$ cat src/rtl/contador_param_if.sv
// ---------------------------------------------------------------------------
// contador_param_if: control/status bundle of the parameterised counter.
//   CLR      synchronous clear, active-high        (master -> slave)
//   ENB      count/load enable, active-high        (master -> slave)
//   MODE     00 hold, 01 up, 10 down, 11 load      (master -> slave)
//   ONESHOT  1 = stop at terminal count, 0 = wrap  (master -> slave)
//   D        load value, WIDTH bits                (master -> slave)
//   Q        registered count, WIDTH bits          (slave -> master)
//   RCO      registered ripple-carry pulse         (slave -> master)
//   DONE     registered, high while halted         (slave -> master)
//   ERR      registered sticky out-of-range load   (slave -> master)
// ---------------------------------------------------------------------------
interface contador_param_if #(
    parameter int unsigned WIDTH = 5
);
    logic             CLR;
    logic             ENB;
    logic [1:0]       MODE;
    logic             ONESHOT;
    logic [WIDTH-1:0] D;
    logic [WIDTH-1:0] Q;
    logic             RCO;
    logic             DONE;
    logic             ERR;

    modport master (
        output CLR, ENB, MODE, ONESHOT, D,
        input  Q, RCO, DONE, ERR
    );

    modport slave (
        input  CLR, ENB, MODE, ONESHOT, D,
        output Q, RCO, DONE, ERR
    );
endinterface

$ cat src/rtl/contador_param.sv
// ---------------------------------------------------------------------------
// contador_param: up/down/load counter with terminal count MAXVAL, either
// wrapping or one-shot (halting) at the terminal count.
//   CLK    rising-edge clock
//   RESET  asynchronous, active-low reset
//   bus    contador_param_if slave: CLR/ENB/MODE/ONESHOT/D in,
//          Q/RCO/DONE/ERR out (all outputs registered)
// ---------------------------------------------------------------------------
module contador_param #(
    parameter int unsigned WIDTH  = 5,
    parameter int unsigned MAXVAL = 2**WIDTH - 1
) (
    input logic            CLK,
    input logic            RESET,
    contador_param_if.slave bus
);

    typedef enum logic [0:0] {StCount, StHalt} state_e;

    localparam logic [WIDTH-1:0] MaxQ = WIDTH'(MAXVAL);
    localparam logic [WIDTH-1:0] One  = WIDTH'(1);

    state_e           state_q, state_d;
    logic [WIDTH-1:0] q_q, q_d;
    logic             rco_q, rco_d;
    logic             err_q, err_d;

    always_ff @(posedge CLK or negedge RESET) begin
        if (!RESET) begin
            state_q <= StCount;
            q_q     <= '0;
            rco_q   <= 1'b0;
            err_q   <= 1'b0;
        end else begin
            state_q <= state_d;
            q_q     <= q_d;
            rco_q   <= rco_d;
            err_q   <= err_d;
        end
    end

    always_comb begin
        state_d = state_q;
        q_d     = q_q;
        rco_d   = 1'b0;
        err_d   = err_q;

        if (bus.CLR) begin
            state_d = StCount;
            q_d     = '0;
            err_d   = 1'b0;
        end else if (bus.ENB) begin
            unique case (bus.MODE)
                2'b00: begin
                end
                2'b01: begin
                    if (state_q == StCount) begin
                        if (q_q == MaxQ) begin
                            // Terminal event: ONESHOT only matters here.
                            rco_d = 1'b1;
                            if (bus.ONESHOT) state_d = StHalt;
                            else             q_d     = '0;
                        end else begin
                            q_d = q_q + One;
                        end
                    end
                end
                2'b10: begin
                    if (state_q == StCount) begin
                        if (q_q == '0) begin
                            rco_d = 1'b1;
                            if (bus.ONESHOT) state_d = StHalt;
                            else             q_d     = MaxQ;
                        end else begin
                            q_d = q_q - One;
                        end
                    end
                end
                2'b11: begin
                    // Out-of-range loads saturate and latch the sticky error.
                    state_d = StCount;
                    if (bus.D > MaxQ) begin
                        q_d   = MaxQ;
                        err_d = 1'b1;
                    end else begin
                        q_d = bus.D;
                    end
                end
                default: begin
                end
            endcase
        end
    end

    assign bus.Q    = q_q;
    assign bus.RCO  = rco_q;
    assign bus.DONE = (state_q == StHalt);
    assign bus.ERR  = err_q;

endmodule

$ cat src/flat_wrapper.sv
// flat-port wrapper written by rule: the top's interface ports become plain ports
module contador_param_flat 
#(
    parameter int unsigned WIDTH  = 5,
    parameter int unsigned MAXVAL = 2**WIDTH - 1
)
  (CLK, RESET, bus_CLR, bus_ENB, bus_MODE, bus_ONESHOT, bus_D, bus_Q, bus_RCO, bus_DONE, bus_ERR);
  contador_param_if #(.WIDTH(WIDTH)) bus_i ();
  input logic CLK;
  input logic RESET;
  input wire logic [$bits(bus_i.CLR)-1:0] bus_CLR;
  input wire logic [$bits(bus_i.ENB)-1:0] bus_ENB;
  input wire logic [$bits(bus_i.MODE)-1:0] bus_MODE;
  input wire logic [$bits(bus_i.ONESHOT)-1:0] bus_ONESHOT;
  input wire logic [$bits(bus_i.D)-1:0] bus_D;
  output wire logic [$bits(bus_i.Q)-1:0] bus_Q;
  output wire logic [$bits(bus_i.RCO)-1:0] bus_RCO;
  output wire logic [$bits(bus_i.DONE)-1:0] bus_DONE;
  output wire logic [$bits(bus_i.ERR)-1:0] bus_ERR;
  assign bus_i.CLR = bus_CLR;
  assign bus_i.ENB = bus_ENB;
  assign bus_i.MODE = bus_MODE;
  assign bus_i.ONESHOT = bus_ONESHOT;
  assign bus_i.D = bus_D;
  assign bus_Q = bus_i.Q;
  assign bus_RCO = bus_i.RCO;
  assign bus_DONE = bus_i.DONE;
  assign bus_ERR = bus_i.ERR;
  contador_param #(.WIDTH(WIDTH), .MAXVAL(MAXVAL)) u_core (.CLK(CLK), .RESET(RESET), .bus(bus_i));
endmodule
$ cat config.mk
export PLATFORM = sky130hd
export DESIGN_NAME = contador_param_flat
export DESIGN_NICKNAME = d
export VERILOG_FILES = /design/src/rtl/contador_param_if.sv /design/src/rtl/contador_param.sv /design/src/flat_wrapper.sv
export SDC_FILE = /design/constraint.sdc
export NUM_CORES = 1
export LEC_CHECK = 0
export ABC_AREA = 1
export CORE_MARGIN = 3
export CORE_UTILIZATION = 53
export CTS_BUF_LIST = sky130_fd_sc_hd__clkbuf_8
export DETAILED_ROUTE_END_ITERATION = 8
export PLACE_DENSITY_LB_ADDON = 0.08
export SLEW_MARGIN = 20
export SYNTH_ARGS = -nofsm -noshare
export SYNTH_HDL_FRONTEND = slang
export SYNTH_SLANG_ARGS = --single-unit
$ cat constraint.sdc
create_clock -name CLK -period 2.72 [get_ports CLK]
set_input_delay 0.816 -clock CLK [delete_from_list [all_inputs] [get_ports CLK]]
set_output_delay 0.816 -clock CLK [all_outputs]
set_load 0.05 [all_outputs]
==> reports/results.tsv, run 1 <==
metric	value	unit
min-delay src	u_core.bus.ERR	
internal power	316	uW
Post-Syn Instances	114	
Via density	5.38	
post-cts sizing count	0	
dpl cell area	928	um^2
Remaining DRCs	0	
Startpoint Class	flip-flop	
crit-path max cell delay	0.87	ns
max-slew violation count	0	
Place WS	0.222	ns
f_max	411	MHz
Final Setup Violations	0	
Post-Syn Area	736	um^2
Root Driver	clkbuf_8	
Slew headroom	66.7	%
Routed Antenna Nets	0	
MaxCap Viol Count	0	
initial antenna violation count	0	
PwrDens	550	mW/mm^2
WP buf/inv	1	
Final Net Count	153	
Setup Buffers After CTS	0	
clk sinks	8	
Core Footprint	0.00120	mm^2
Setup WS post-layout	0.287	ns
most frequent cells in the layout	nand2_1 (29), clkdlybuf4s50_1 (19), inv_1 (14), nor2_1 (14), nand3_1 (11)	
sequential area share after synthesis	27.2	%
switching power total	217	uW
worst-case reg-to-reg path depth	10	
Hold Path Class	reg -> reg	
vias in the first global route	693	
final instance area	970	um^2
DR vias	791	
Worst setup EP type	output port	
hold buffers post-CTS	0	
Ports	20	
initial core utilization	61.3	%
slowest stage cell, crit path	clkdlybuf4s50_1	
final WL	1800	um
Hold Crit Endpoint	u_core.bus.ERR	
Die Area	0.00187	mm^2
classification of the worst setup path	reg -> out	
flop2flop setup slack	0.96	ns
HPWL Detailed	1410	um
VDD IR-drop max	0.000406	V
minimum clock period	2.43	ns
largest net degree at the start of global routing	11	
htree depth	1	
DIE WIDTH	43.3	um
status	completed	
share of cells above drive strength 1	12.8	%
fin crit share	89.5	%
post-synth cell types	19	
Mean Syn Cell Area	6.45	um^2
Net Count, Synth	132	
TritonCTS buffer count	3	
FF-to-FF End	u_core.bus.Q[4]	
measured slew at the worst slew-check pin	0.497	ns
Layout area overhead	31.8	%
Clock Latency Late Sink	0.23	ns
part of the power in registers	30.4	%
share of power burned in combinational logic	43.0	%
worst r2r src	u_core.bus.Q[0]	
final hold vios	0	
critical path's top delay family	buffers and inverters	
# port buffers	19	
crit-path max FO	10	
Iteration-0 DRC Markers	18	
Leak	0.000477	uW
wire per inst	12.2	um
DR pass1 iterations	4	
Die H	43.3	um
clk slew on worst S/H paths	0.04	ns
WHS Path Cells	2	
crit path DAT	1.62	ns
n_diodes	0	
CTS tree	built	
#FFs+latches synth	8	
Yosys warnings	0	
switching share of power	40.8	%
commonest non-fill, non-tap cell in the layout	nand2_1	
Clock power frac	26.6	%
global route overflow	0	
WP data required	1.90	ns
worst path cell trace	clkdlybuf4s50_1	
RSZ-0062 raised after global routing	false	
setup TNS	0	ns
# rows	12	
CTS Buffer Depth	2	
RePlAce Congestion	0.905	
Final Skew	0.00282	ns
first-pass GRT wire length	2960	um
Tot GR Track Use	21.0	%
==> layout make-up <==
class	instances	area [um^2]
inverter	18	68.8
multi-input combinational	85	452
sequential	8	200
timing repair buffer	19	190
fill	85	231
clock buffer	3	41.3
tap	14	17.5
==> state kept, by name (all words and copies together) (netlist names) <==
name	cells
u_core.bus.DONE	1
u_core.bus.ERR	1
u_core.bus.RCO	1
u_core.bus.Q	5
==> per-layer routing <==
| layer | track usage [%] | vias up | wire (um) | share of wire, % |
|---|---|---|---|---|
| met2 | 37.2 | 27 | 951 | 53 |
| met3 | 7.63 | 2 | 111 | 6.2 |
| li1 | - | 396 | - | - |
| met1 | 24.9 | 366 | 723 | 40 |
| met5 | 0 | - | 0 | 0 |
| met4 | 1.81 | 0 | 7 | 0.39 |
==> power by group through the flow <==
stage | logic [uW] | clock network (uW) | registers (uW)
after floorplan | 113 | 0 | 203
after global placement | 225 | 0 | 163
after detailed placement | 229 | 0 | 163
after CTS | 229 | 143 | 162
after global routing | 252 | 152 | 166
final | 230 | 142 | 162
==> stage by stage <==
step | util (%) | hold slack, ns | instances | power, uW
2_1_floorplan | - | 0.520 | 114 | 317
3_3_place_gp | 77.3 | 0.475 | 144 | 388
3_5_place_dp | 77.3 | 0.479 | 144 | 391
4_1_cts | 80.7 | 0.492 | 147 | 534
5_1_grt | 80.7 | 0.520 | 147 | 570
6_report | 80.7 | 0.490 | 147 | 533
==> worst reg2reg max path, delay by kind of cell, from the launching register on <==
kind / cells / cell delay (ns)
flip-flops: 1 / 0.45
AND/OR/NAND/NOR: 5 / 0.46
adder cells (fa/ha/maj): 2 / 0.47
buffers and inverters: 1 / 0.06
AO/OA/AOI/OAI: 2 / 0.22
==> cell usage after synthesis (all sizes together) <==
library cell,number,area [um^2]
nand4,1,6.26
buf,3,15.0
a21oi,7,35.0
clkinv,1,5.00
nand2,31,126
o21ai,10,61.3
inv,17,63.8
dfrtp,8,200
nor2,18,82.6
ha,6,75.1
nand3,12,65.1
==> how the worst max path moves through the flow <==
stage	startpoint	to	slack (ns)	cells past startpoint
3_5_place_dp	bus_MODE[0]	u_core.bus.Q[1]	0.22	11
6_report	u_core.bus.Q[2]	bus_Q[2]	0.29	1
5_1_grt	u_core.bus.Q[2]	bus_Q[2]	0.22	1
3_3_place_gp	bus_MODE[0]	u_core.bus.Q[2]	0.30	11
4_1_cts	u_core.bus.Q[2]	bus_Q[2]	0.29	1
2_1_floorplan	bus_MODE[0]	u_core.bus.Q[2]	0.86	11
==> cells by family after synthesis <==
| kind of cell | share of synthesized area, % |
|---|---|
| AOI/OAI and AO/OA | 13.1 |
| adders and majority gates | 10.2 |
| and+or+nand+nor | 38.1 |
| DFF | 27.2 |
| buffers and inverters | 11.4 |
Power figures use the tool's default switching activity.
==> inputs of run 2 (changes only) <==
HOLD_SLACK_MARGIN = 0.08   (was not set)
==> results of run 2 <==
Same layout as run 1: the final DEF is identical, and so are final timing and power.
==> inputs of run 3 (changes only) <==
SLEW_MARGIN = 10   (was 20)
==> results of run 3 <==
Same layout as run 1: the final DEF is identical, and so are final timing and power.
